$ cat config.mk
export PLATFORM = sky130hd
export DESIGN_NAME = bus_transfer_arbiter
export DESIGN_NICKNAME = d
export VERILOG_FILES = /design/src/rtl/bus_transfer_arbiter.sv
export SDC_FILE = /design/constraint.sdc
export NUM_CORES = 1
export LEC_CHECK = 0
export CORE_ASPECT_RATIO = 1.4
export CORE_UTILIZATION = 35
export CTS_CLUSTER_DIAMETER = 40
export DETAILED_ROUTE_END_ITERATION = 8
export PLACE_DENSITY = 0.63
export SLEW_MARGIN = 20
export SYNTH_ARGS = -nofsm -noshare
export SYNTH_HDL_FRONTEND = slang
export SYNTH_SLANG_ARGS = --single-unit
$ cat constraint.sdc
create_clock -name clk -period 2 [get_ports clk]
set_clock_uncertainty 0.05 [all_clocks]
set_input_delay 0.3 -clock clk [delete_from_list [all_inputs] [get_ports clk]]
set_output_delay 0.3 -clock clk [all_outputs]
set_load 0.02 [all_outputs]
$ cat src/rtl/bus_transfer_arbiter.sv
// Round-robin arbiter that runs one source->destination move on the shared register bus per grant.
// Latency: grant one cycle after req is sampled in IDLE, write strobe and done one cycle after that (3 cycles/transfer).
// Backpressure: requesters hold req (level) until granted; a granted transfer always completes unless reset.
module bus_transfer_arbiter #(
   parameter int WIDTH   = 8,
   parameter int N_PORTS = 2,
   parameter int N_REQ   = 4,
   localparam int PSEL_W = $clog2(N_PORTS),
   localparam int RSEL_W = $clog2(N_REQ)
) (
   input  logic                       clk,
   input  logic                       rst,
   input  logic [N_REQ-1:0]           req,
   input  logic [N_REQ*PSEL_W-1:0]    req_from,
   input  logic [N_REQ*PSEL_W-1:0]    req_to,
   output logic [N_REQ-1:0]           gnt,
   output logic [N_REQ-1:0]           done,
   output logic                       busy,
   input  logic [N_PORTS*WIDTH-1:0]   bus_in,
   output logic [PSEL_W-1:0]          bus_from,
   output logic [PSEL_W-1:0]          bus_to,
   output logic [WIDTH-1:0]           bus_out,
   output logic [N_PORTS-1:0]         bus_we
);

   typedef enum logic [1:0] {IDLE, READ, WRITE} state_t;

   state_t              state;
   logic [RSEL_W-1:0]   ptr;       // highest-priority requester for the next arbitration
   logic [RSEL_W-1:0]   gidx;      // requester that owns the current transfer
   logic [WIDTH-1:0]    hold;      // value read from the source port; also drives bus_out

   logic                win_vld;
   logic [RSEL_W-1:0]   win_idx;
   logic [PSEL_W-1:0]   win_from;
   logic [PSEL_W-1:0]   win_to;
   logic [WIDTH-1:0]    rd_dat;
   logic [N_PORTS-1:0]  we_dec;

   // bus_out is the holding register itself, so it keeps its value between transfers
   assign bus_out = hold;

   // Round-robin pick: scan from ptr upward with wrap; descending loop lets the nearest win
   always_comb begin
      win_vld  = 1'b0;
      win_idx  = '0;
      win_from = '0;
      win_to   = '0;
      for (int k = N_REQ - 1; k >= 0; k--) begin
         if (req[(int'(ptr) + k) % N_REQ]) begin
            win_vld  = 1'b1;
            win_idx  = RSEL_W'((int'(ptr) + k) % N_REQ);
            win_from = req_from[((int'(ptr) + k) % N_REQ) * PSEL_W +: PSEL_W];
            win_to   = req_to[((int'(ptr) + k) % N_REQ) * PSEL_W +: PSEL_W];
         end
      end
   end

   // Source read mux and destination strobe decode; an index with no matching port reads 0 / writes nothing
   always_comb begin
      rd_dat = '0;
      we_dec = '0;
      for (int p = 0; p < N_PORTS; p++) begin
         if (bus_from == PSEL_W'(p)) rd_dat = bus_in[p*WIDTH +: WIDTH];
         if (bus_to == PSEL_W'(p))   we_dec[p] = 1'b1;
      end
   end

   // Transfer FSM: IDLE arbitrates, READ latches source data, WRITE strobes the destination
   always_ff @(posedge clk) begin
      if (rst) begin
         state    <= IDLE;
         ptr      <= '0;
         gidx     <= '0;
         hold     <= '0;
         gnt      <= '0;
         done     <= '0;
         busy     <= 1'b0;
         bus_we   <= '0;
         bus_from <= '0;
         bus_to   <= '0;
      end else begin
         case (state)
            IDLE: begin
               if (win_vld) begin
                  state    <= READ;
                  gidx     <= win_idx;
                  gnt      <= N_REQ'(1) << win_idx;
                  busy     <= 1'b1;
                  bus_from <= win_from;
                  bus_to   <= win_to;
               end
            end
            READ: begin
               state  <= WRITE;
               hold   <= rd_dat;
               bus_we <= we_dec;
               done   <= gnt;
            end
            WRITE: begin
               state    <= IDLE;
               gnt      <= '0;
               done     <= '0;
               bus_we   <= '0;
               busy     <= 1'b0;
               bus_from <= '0;
               bus_to   <= '0;
               ptr      <= (gidx == RSEL_W'(N_REQ - 1)) ? '0 : gidx + 1'b1;
            end
            default: begin
               state <= IDLE;
            end
         endcase
      end
   end

endmodule

==> Word level (Yosys, flattened, before mapping) <==
Index checks and enable logic that the tools add are counted.
{ "totals": {"ff_bits": 27, "in_bits": 30, "out_inout_bits": 21, "elab_cells": 85} }
{ "op_classes": {"n_addsub": 4, "magnitude_cmp": 4, "eq_ne": 4, "shift": 9, "n_mux": 43, "n_bitwise": 3, "n_reduce_logical": 8} }
{ "op_table": {"columns": ["operator", "n"], "rows": [
  ["$shiftx A4 B3 Y1", 8],
  ["$mux W1", 24],
  ["$pmux W4 S2", 2],
  ["$lt A3 B4 Y1 const B", 3],
  ["$mux W2", 6],
  ["$bmux W1 S2", 4],
  ["$mux W8", 1],
  ["$pmux W2 S2", 2],
  ["$pmux W1 S2", 3],
  ["$reduce_or A2 Y1", 3],
  ["$add A2 B1 Y2 const B", 2],
  ["$add A2 B2 Y2 const B", 2],
  ["$eq A2 B2 Y1 const B", 2],
  ["$mux W4", 1],
  ["$reduce_and A2 Y1", 2],
  ["$reduce_bool A2 Y1", 2],
  ["$shl A1 B2 Y4 const A", 1],
  ["$and A1 B1 Y1 const A", 3],
  ["$lt A2 B3 Y1 const B", 1],
  ["$eq A2 B1 Y1 const B", 1],
  ["$logic_not A2 Y1", 1],
  ["$ne A2 B2 Y1 const B", 1]
]} }

==> Depth between registers and ports, before layout <==
{ "logic_depth": {"depth_word": 13, "mapped_depth": 7, "depth_no_buf": 6} }

==> Worst setup path before layout <==
No wires, ideal clock.
{ "synth_path": {"kind": "register to register", "start": "register ptr[0]", "end": "register bus_to", "setup_ps": 117, "arrival_time_ps": 1460, "required_time_ps": 1833, "path_slack_ps": 373, "stages_incl_launch_ff": 6, "path_buffers": 1, "synth_period_minus_slack_ps": 1627, "cell_sequence": "dfxtp_1 buf_2 mux4_2 a22oi_1 nand2_1 a32o_1"} }
{ "synth_via": {"elab_chain_cells": 10, "word_cells_on_any_way": 36, "cone_classes": "add/sub (3); eq/ne (1); shift (4); mux (21); bitwise (3); reduce/logical (4)"} }
{ "synth_rtl": {"columns": ["element", "line_no", "rtl"], "rows": [
  ["start, declared", "29", "logic [RSEL_W-1:0] ptr;"],
  ["start signal, assigned", "108", "ptr <= (gidx == RSEL_W'(N_REQ - 1)) ? '0 : gidx + 1'b1;"],
  ["$add A2 B2 Y2", "50, 54", null],
  ["$reduce_or A2 Y1 (no line) or $bmux W1 S2 (tied branches)", null, null],
  ["$and A1 B1 Y1 (no line) or $mux W1 (tied branches)", null, null],
  ["$shiftx A4 B3 Y1 or $mux W1 (tied branches)", "54, 50", null],
  ["$mux W1 (4 in a row)", "50", "if (req[(int'(ptr) + k) % N_REQ]) begin"],
  ["$mux W1 or $ne A2 B2 Y1 (tied branches)", null, null],
  ["$pmux W1 S2 or $reduce_and A2 Y1 (tied branches)", null, null],
  ["end signal, assigned", "91", "bus_to <= win_to;"],
  ["end, declared", "21", "output logic [PSEL_W-1:0] bus_to,"]
]} }
Parallel ways exist; a longest one is shown, timed or not. The select of a mux whose other input is x is not followed.
A chain may end at the register's enable or synchronous reset.

==> Final worst setup path <==
{ "layout_path": {"start": "input port req[1]", "end": "register bus_from"} }
{ "layout_via": {"elab_chain_cells": 9, "word_cells_on_any_way": 23, "cone_classes": "eq/ne (1); mux (21); reduce/logical (1)"} }
{ "layout_rtl": {"columns": ["element", "line_no", "rtl"], "rows": [
  ["start, declared", "13", "input logic [N_REQ-1:0] req,"],
  ["$bmux W1 S2", "50", null],
  ["$mux W1 (not written as such) (2 in a row)", "50", null],
  ["$mux W1 (4 in a row)", "50", null],
  ["$mux W1 or $ne A2 B2 Y1 (tied branches)", null, null],
  ["$pmux W1 S2 or $reduce_and A2 Y1 (tied branches)", null, null],
  ["end signal, assigned", "90", "bus_from <= win_from;"],
  ["end, declared", "20", "output logic [PSEL_W-1:0] bus_from,"]
]} }
Parallel ways exist; a longest one is shown, timed or not. The select of a mux whose other input is x is not followed.

==> impl_metrics.tcl <==
set metrics [dict create \
    synth_nets 218 \
    synth_edf_count 0 \
    synthDistinctLibCells 36 \
    max_stage_delay_ns 0.56 \
    dieHeight_um 84.2 \
    ys_ff_latch 27 \
    globalplace.congestion 0.887 \
    h-tree-depth 1 \
    wl_per_cell_um 13.6 \
    power.leakage_nw 0.892 \
    cp_cell_sequence "clkdlybuf4s50_1, and2b_1, mux4_2, a22oi_1, nand2_1, a32o_1" \
    yosysTopAreaCellShare_pct 32.0 \
    holdBufCountCts 0 \
    grt_pass1_wl_um 6840 \
    outcome "finished clean" \
    cp_max_fo 7 \
    yosysMostFrequentCell "nor2_1" \
    ys_seq_area_share_pct 32.0 \
    coreArea_um2 4570 \
    drt-initial-drc-count 42 \
    startpoint "req[1]" \
    drive_gt1_share_pct 12.8 \
    setup_violations 0 \
    grt_max_degree 17 \
    cap_violations 0 \
    wirelength_um 4150 \
    placed_area_um2 2320 \
    required_ns 2.12 \
    rows 29 \
    io_pins 51 \
    post-route-util_pct 51.8 \
    vias 1519 \
    ys_warn_count 0 \
    portBuffers 50 \
    die_w_um 60.7 \
    ir_drop_uv 360 \
    holdCritStartpoint "busy" \
    clk_latency_ns 0.27 \
    cts_buffers 3 \
    drtAntennaViolNets 0 \
    path_class "in2reg" \
    route.detailed.drc 0 \
    reg2reg_from "ptr[1]" \
    grtUsageTotal_pct 17.3 \
    min_path_type "reg2reg" \
    cts_tree "done" \
    synth_cells 182 \
    start_kind "primary input" \
    crit_slowest_cell "clkdlybuf4s50_1" \
    diodes 0 \
    worst_pin_slew_ns 0.502 \
    grt_pass1_vias 1485 \
    place_hpwl_um 3230 \
    slew_viol_final 0 \
    nets 280 \
    p_per_area_nw_per_um2 616 \
    synthFlopType "dfxtp_1" \
    reg2reg_slack_ns 0.14 \
    synthTopCellsByArea "dfxtp_1 32%, mux2i_1 9.5%, nor2_1 8.2%, mux4_1 6.2%, nor2b_1 4.8%" \
    routed_via_density 4.98 \
    cts-resized-gates 0 \
    crit_arrival_ns 2.01 \
    finalHoldViolCount 0 \
    synthesis.area_um2 1690 \
    syn_area_per_cell_um2 9.29 \
    final.min_clock_period_ns 1.89 \
    synth_top_area_cell "dfxtp_1" \
    synth_async_sr_flop_share_pct 0 \
    seqCellArea_um2 541 \
    syn_to_final_growth_pct 40.0 \
    rsz0062_at_grt "no" \
    drtPass1Iterations 4 \
    holdWs_ns 0.419 \
    start_util_pct 37.0 \
    post_cts_buffers 0 \
    antenna_found_initial 0 \
    cts.root.buffer_cell "clkbuf_8" \
    clock_path_buffers 2 \
    clkTransAtPathRegs_ns 0.09 \
    multi_input_area_um2 1030 \
    nFillCells 475 \
    crit_path_end_kind "flip-flop" \
    design_area_um2 2370 \
    grt-ovfl-total 0 \
    yosys-top-cells-count "37 x nor2_1, 27 x dfxtp_1, 16 x mux2i_1, 13 x nor2b_1, 11 x a21oi_1" \
    die-area_um2 5120 \
    max_freq_mhz 530 \
    cts.sink_count 27 \
    post-route-period-util_pct 94.4 \
    relSlewSlack_pct 66.5 \
]
-- area by class of cell --
class / count / area share [%]
Sequential cell: 27 / 22.8
Multi-Input combinational cell: 138 / 43.7
Tap cell: 62 / 3.28
Timing Repair Buffer: 71 / 27.8
Inverter: 3 / 0.476
Clock buffer: 4 / 1.90
-- stage by stage --
step           setup slack, ns  instances  setup TNS [ns]  power (mW)
6_report                 0.112        305               0        1.46
2_1_floorplan            0.373        182               0       0.934
3_5_place_dp            -0.178        301          -0.694        1.16
5_1_grt                 0.0179        305               0        1.55
3_3_place_gp            -0.171        301          -0.638        1.16
4_1_cts                  0.117        305               0        1.47
-- path summary, 6_finish.rpt --
| check | cells after the start | end |
|---|---|---|
| setup / recovery | 6 | bus_from |
| hold / removal | 2 | busy |
| setup reg to reg | 4 | bus_from |
| hold reg to reg | 2 | busy |
-- registers in the layout, summed over array words and instances, names as in the netlist --
signal    count
bus_out       8
done          4
gnt           4
bus_we        2
gidx          2
ptr           2
state         2
bus_from      1
bus_to        1
busy          1
-- layer usage --
layer  GRT usage, %  vias to the layer above  wire [µm]
li1               -                      780          -
met1           21.3                      703       1850
met2           29.8                       27       2110
met3           1.39                        9         86
met4           7.23                        0        103
met5              0                        -          0
-- power by group --
part | leakage [nW] | switching (mW) | internal (mW)
clock | 0.0228 | 0.167 | 0.143
sequential | 0.221 | 0.0346 | 0.587
combinational | 0.647 | 0.249 | 0.276
total | 0.892 | 0.451 | 1.01
-- placed cells by master (no fill, tap or decap), types with 2 or more instances in the layout --
master,count
a211oi_1,9
a21oi_1,11
a221oi_1,2
a22oi_1,6
a32o_1,2
buf_4,21
clkbuf_8,3
clkdlybuf4s50_1,50
dfxtp_1,27
ha_1,6
inv_1,3
mux2i_1,16
mux4_1,4
mux4_2,3
nand2_1,7
nor2_1,37
nor2b_1,13
nor3_1,2
o22a_1,3
o22ai_1,3
-- cell families (layout without fill, tap and decap cells) --
kind of cell,count (synthesis),after routing,synth area share (%)
and+or+nand+nor,67,67,19.2
AOI/OAI and AO/OA,42,42,17.9
DFF,27,27,32.0
muxes,23,23,19.7
buffers and inverters,17,78,6.81
adders and majority gates,6,6,4.44
-- worst max-delay path, delay by kind of cell --
| kind | cells | cell delay, ns |
|---|---|---|
| multiplexers | 1 | 0.48 |
| AO/OA/AOI/OAI | 2 | 0.40 |
| AND/OR/NAND/NOR | 2 | 0.27 |
| buffers and inverters | 1 | 0.56 |
Note: power is estimated with default switching activity, not from simulation.
